### src/rtl/sram_fifo_pkg.sv
// sram_fifo_pkg: shared defaults and types for the SRAM-backed FIFO controller.
package sram_fifo_pkg;
  localparam int DW_DEF   = 8;
  localparam int AW_DEF   = 4;
  localparam int OB_DEPTH = 2;
  typedef logic [AW_DEF:0] ptr_t;
endpackage

### src/rtl/sram_fifo_ctrl_if.sv
// sram_fifo_ctrl_if: producer/consumer streams and SRAM port bundle; level exists only with SRAM_FIFO_LEVEL_EN.
interface sram_fifo_ctrl_if #(parameter int DW = 8, parameter int AW = 4);
  logic          in_valid;
  logic          in_ready;
  logic [DW-1:0] in_data;
  logic          out_valid;
  logic          out_ready;
  logic [DW-1:0] out_data;
  logic          sram_en_w;
  logic [AW-1:0] sram_addr_w;
  logic [DW-1:0] sram_din;
  logic          sram_en_r;
  logic [AW-1:0] sram_addr_r;
  logic [DW-1:0] sram_dout;
`ifdef SRAM_FIFO_LEVEL_EN
  logic [AW+1:0] level;
  modport slave (input in_valid, in_data, out_ready, sram_dout,
                 output in_ready, out_valid, out_data, sram_en_w, sram_addr_w, sram_din, sram_en_r, sram_addr_r, level);
  modport master (output in_valid, in_data, out_ready, sram_dout,
                  input in_ready, out_valid, out_data, sram_en_w, sram_addr_w, sram_din, sram_en_r, sram_addr_r, level);
`else
  modport slave (input in_valid, in_data, out_ready, sram_dout,
                 output in_ready, out_valid, out_data, sram_en_w, sram_addr_w, sram_din, sram_en_r, sram_addr_r);
  modport master (output in_valid, in_data, out_ready, sram_dout,
                  input in_ready, out_valid, out_data, sram_en_w, sram_addr_w, sram_din, sram_en_r, sram_addr_r);
`endif
endinterface

### src/rtl/sram_fifo_outbuf.sv
// sram_fifo_outbuf: 2-entry registered FIFO re-timing SRAM read data; head is always entry 0.
module sram_fifo_outbuf #(parameter int DW = 8) (
  input  logic          clk,
  input  logic          rst,
  input  logic          push,
  input  logic [DW-1:0] din,
  input  logic          pop,
  output logic [1:0]    cnt,
  output logic [DW-1:0] head
);
  logic [DW-1:0] e1;
  always_ff @(posedge clk or posedge rst) begin
    if (rst) begin
      head <= '0;
      e1   <= '0;
      cnt  <= '0;
    end else begin
      if (pop) head <= (cnt == 2'd1) ? din : e1;
      else if (push && cnt == 2'd0) head <= din;
      if (push && cnt == (pop ? 2'd2 : 2'd1)) e1 <= din;
      cnt <= cnt + {1'b0, push} - {1'b0, pop};
    end
  end
endmodule

### src/rtl/sram_fifo_ctrl.sv
// sram_fifo_ctrl: valid/ready FIFO over a 1R/1W registered-read SRAM plus 2-entry output buffer; SRAM_FIFO_LEVEL_EN adds level.
module sram_fifo_ctrl
  import sram_fifo_pkg::*;
#(
  parameter int DW = DW_DEF,
  parameter int AW = AW_DEF
) (
  input logic clk,
  input logic rst,
  sram_fifo_ctrl_if.slave bus
);
  logic [AW:0]   wptr, rptr;
  logic          rd_pend;
  logic [1:0]    ob_cnt;
  logic [DW-1:0] ob_head;
  logic          mem_empty, mem_full, in_fire, out_fire, rd_issue;
  assign mem_empty = wptr == rptr;
  assign mem_full  = (wptr[AW-1:0] == rptr[AW-1:0]) && (wptr[AW] != rptr[AW]);
  assign in_fire   = bus.in_valid && !mem_full;
  assign out_fire  = (ob_cnt != 2'd0) && bus.out_ready;
  // Credit counts words already in outbuf or in flight from the SRAM, net of this cycle's pop.
  assign rd_issue  = !mem_empty && (({1'b0, ob_cnt} + {2'b0, rd_pend} - {2'b0, out_fire}) < 3'd2);
  assign bus.in_ready    = !mem_full;
  assign bus.sram_en_w   = in_fire;
  assign bus.sram_addr_w = wptr[AW-1:0];
  assign bus.sram_din    = bus.in_data;
  assign bus.sram_en_r   = rd_issue;
  assign bus.sram_addr_r = rptr[AW-1:0];
  assign bus.out_valid   = ob_cnt != 2'd0;
  assign bus.out_data    = ob_head;
`ifdef SRAM_FIFO_LEVEL_EN
  assign bus.level = (AW+2)'(wptr - rptr) + (AW+2)'(rd_pend) + (AW+2)'(ob_cnt);
`endif
  always_ff @(posedge clk or posedge rst) begin
    if (rst) begin
      wptr    <= '0;
      rptr    <= '0;
      rd_pend <= 1'b0;
    end else begin
      wptr    <= wptr + (AW+1)'(in_fire);
      rptr    <= rptr + (AW+1)'(rd_issue);
      rd_pend <= rd_issue;
    end
  end
  sram_fifo_outbuf #(.DW(DW)) u_outbuf (
    .clk  (clk),
    .rst  (rst),
    .push (rd_pend),
    .din  (bus.sram_dout),
    .pop  (out_fire),
    .cnt  (ob_cnt),
    .head (ob_head)
  );
endmodule

### src/flat_wrapper.sv
// flat-port wrapper written by rule: the top's interface ports become plain ports
module sram_fifo_ctrl_flat import sram_fifo_pkg::*;
#(
  parameter int DW = DW_DEF,
  parameter int AW = AW_DEF
)
  (clk, rst, bus_in_valid, bus_in_data, bus_out_ready, bus_sram_dout, bus_in_ready, bus_out_valid, bus_out_data, bus_sram_en_w, bus_sram_addr_w, bus_sram_din, bus_sram_en_r, bus_sram_addr_r);
  sram_fifo_ctrl_if #(.DW(DW), .AW(AW)) bus_i ();
  input logic clk;
  input logic rst;
  input wire logic [$bits(bus_i.in_valid)-1:0] bus_in_valid;
  input wire logic [$bits(bus_i.in_data)-1:0] bus_in_data;
  input wire logic [$bits(bus_i.out_ready)-1:0] bus_out_ready;
  input wire logic [$bits(bus_i.sram_dout)-1:0] bus_sram_dout;
  output wire logic [$bits(bus_i.in_ready)-1:0] bus_in_ready;
  output wire logic [$bits(bus_i.out_valid)-1:0] bus_out_valid;
  output wire logic [$bits(bus_i.out_data)-1:0] bus_out_data;
  output wire logic [$bits(bus_i.sram_en_w)-1:0] bus_sram_en_w;
  output wire logic [$bits(bus_i.sram_addr_w)-1:0] bus_sram_addr_w;
  output wire logic [$bits(bus_i.sram_din)-1:0] bus_sram_din;
  output wire logic [$bits(bus_i.sram_en_r)-1:0] bus_sram_en_r;
  output wire logic [$bits(bus_i.sram_addr_r)-1:0] bus_sram_addr_r;
  assign bus_i.in_valid = bus_in_valid;
  assign bus_i.in_data = bus_in_data;
  assign bus_i.out_ready = bus_out_ready;
  assign bus_i.sram_dout = bus_sram_dout;
  assign bus_in_ready = bus_i.in_ready;
  assign bus_out_valid = bus_i.out_valid;
  assign bus_out_data = bus_i.out_data;
  assign bus_sram_en_w = bus_i.sram_en_w;
  assign bus_sram_addr_w = bus_i.sram_addr_w;
  assign bus_sram_din = bus_i.sram_din;
  assign bus_sram_en_r = bus_i.sram_en_r;
  assign bus_sram_addr_r = bus_i.sram_addr_r;
  sram_fifo_ctrl #(.DW(DW), .AW(AW)) u_core (.clk(clk), .rst(rst), .bus(bus_i));
endmodule
### config.mk
export PLATFORM = sky130hd
export DESIGN_NAME = sram_fifo_ctrl_flat
export DESIGN_NICKNAME = d
export VERILOG_FILES = /design/src/rtl/sram_fifo_pkg.sv /design/src/rtl/sram_fifo_ctrl_if.sv /design/src/rtl/sram_fifo_outbuf.sv /design/src/rtl/sram_fifo_ctrl.sv /design/src/flat_wrapper.sv
export SDC_FILE = /design/constraint.sdc
export NUM_CORES = 1
export LEC_CHECK = 0
export BUFFER_PORTS_ARGS = -buffer_cell sky130_fd_sc_hd__buf_2
export CORE_UTILIZATION = 49
export DETAILED_ROUTE_END_ITERATION = 8
export PLACE_DENSITY = 0.78
export SYNTH_ARGS = -nofsm -noshare
export SYNTH_HDL_FRONTEND = slang
export SYNTH_SLANG_ARGS = --single-unit
export TNS_END_PERCENT = 10
### constraint.sdc
create_clock -name clk -period 3.6 [get_ports clk]
set_input_delay 0.36 -clock clk [delete_from_list [all_inputs] [get_ports clk]]
set_output_delay 0.36 -clock clk [all_outputs]
set_load 0.05 [all_outputs]
==> qor.txt <==
Area leader, netlist: dfrtp_1
Clock tree buffer depth: 2
Critical path class: reg -> out
Area grow syn2layout: 9.272%
DRC Markers: 0
DRT Pass-1 Iters: 3
#FFs+latches synth: 29
Post-CTS sizing: 0
FMAX: 0.3237 GHz
Vias: 845
Site Rows: 19
CTS tree: yes
Final hold violations: 0
R2R Setup Slk: 740 ps
Chip Width: 56.29 um
Setup tns final: 0 ps
Mapped Avg Cell Area: 13.37 um2
Ant. Diodes: 0
Worst Skew: 13.78 ps
Top cells by area, synth: dfrtp_1, mux2_2, buf_4
Synth Flop Type: dfrtp_1
CTS Hold Buffers Added: 0
Final Cycle Share: 0.8582
Largest net degree at the start of global routing: 30
Starting Density: 0.5191
Startpoint Class: flop
Final WL: 2532 um
Post-detail-place hpwl: 1967 um
Htree depth: 2
CTS Buf Count: 5
RSZ-0062 raised after global routing: false
HP Class: in -> reg
Latest clock arrival within the worst-skew pair: 330 ps
Clock transition at the registers of the reported paths: 100 ps
Outcome: finished clean
Post-synth EDFFs: 0
Gpl congestion: 0.7570
Syn_nets: 134
Cell Area, Synth: 1444 um2
Clock sinks: 29
Top cell type's share of synthesized area: 0.5026
Layout cell share with drive strength beyond 1: 0.5267
Placed Area: 1523 um2
Vias in the first global route: 886
Commonest cells post-synth: dfrtp_1, mux2_2, buf_4
Fin crit period: 3090 ps
Hold_sp: bus_sram_dout[3]
CTS root buffer: clkbuf_4
Synth async-reset ratio: 1.000
Synth Instances: 108
Antenna violations before repair: 0
Setup violators final: 0
Detail-routed net length per standard cell: 15.63 um
DIE AREA: 3168 um2
Warnings from Yosys: 0
Final Slew Violations: 0
Yosys cell types: 20
# placed instances: 154
Critical Path AT: 2730 ps
Worst Path Required: 3240 ps
Nets: 156
Final instance area: 1578 um2
CP endpoint kind: output pin
Max_cap viols: 0
Register area share after synthesis: 0.5026
I/O Buffers: 31
Post-route ant nets: 0
Die height: 56.29 um
Crit-path max FO: 6
Total GRT Usage: 0.1784
FF-to-FF Start: u_core.u_outbuf.cnt[1]
First-pass GRT wire length: 4133 um
Post-route insts no fill: 162
Total gr overflow: 0
Most common cell in the synthesized netlist: dfrtp_1
Post-CTS Setup Inserts: 0
I/O pin count: 48
Core area: 2781 um2
DR iter-0 viols: 8
Worst-Margin Slew: 1068 ps
Worst setup path startpoint: u_core.u_outbuf.cnt[1]
Relative slew margins: 0.2870
DR vias/cell: 5.216
[metal layers]
metal	wire, um	up-vias	GRT usage
met5	0	-	0
met4	41	0	0.06272
met3	158	5	0.08525
met2	1324	25	0.2993
met1	1007	423	0.1978
li1	-	392	-
[cell families after synthesis]
| group | Yosys count | synth area share |
|---|---|---|
| DFF | 29 | 0.5026 |
| muxes | 25 | 0.2028 |
| and+or+nand+nor | 12 | 0.04854 |
| buffers and inverters | 20 | 0.09359 |
| adders and majority gates | 6 | 0.05719 |
| AOI/OAI and AO/OA | 3 | 0.01647 |
| xor gates and xnor gates | 13 | 0.07886 |
[area by class of cell]
class / instances / area, um2
fillers: 236 / 1204
flip-flops and latches: 29 / 725.7
multi-input cells: 59 / 588.1
repair buffers: 31 / 155.1
well taps: 31 / 38.79
clock buffers: 5 / 37.54
clock inverters: 3 / 17.52
inverters: 4 / 15.01
[worst paths after layout]
| check | endpoint | depth (start not counted) |
|---|---|---|
| setup / recovery | bus_sram_en_r | 9 |
| hold reg to reg | u_core.wptr[4] | 1 |
| setup reg to reg | u_core.rptr[4] | 12 |
| max in group asynchronous | u_core.wptr[4] | 2 |
| min in group asynchronous | u_core.u_outbuf.cnt[1] | 2 |
| hold / removal | u_core.u_outbuf.e1[3] | 2 |
[per-stage QoR]
stage               hold WS, ps  utilization  worst slack (ps)
floorplan                 438.1            -             258.6
global placement          479.8       0.5475             942.9
detailed placement        490.8       0.5475             740.7
CTS                       255.1       0.5673             479.5
global route              259.6       0.5673             392.6
finish                    270.5       0.5673             510.4
[layout by cell type, fill, tap and decap left out, types with 2 or more instances in the layout]
cell type  Yosys  routed
buf_2          0      31
dfrtp_1       29      29
mux2_2        24      24
xor2_1         8       8
xnor2_1        5       5
ha_1           5       5
clkbuf_4       0       5
nand3_1        4       4
inv_1          4       4
nand2_1        2       2
clkinv_2       0       2
[worst max-delay path, cell delays in order, from the launching register on]
cell      delay [ps]
dfrtp_1          480
or2_4            310
nand2_1          110
xnor2_1          130
ha_1             160
inv_1             50
fa_1             370
xor2_1           160
a211oi_2         300
buf_2            330
[state kept, by name, indices dropped and copies added (netlist names)]
signal / cells
u_core.rptr: 5
u_core.u_outbuf.head: 8
u_core.u_outbuf.cnt: 2
u_core.wptr: 5
u_core.rd_pend: 1
u_core.u_outbuf.e1: 8
Power is left out: the tool's default activity adds up to more than one toggle a clock period on the data nets, which glitch-free logic cannot reach.
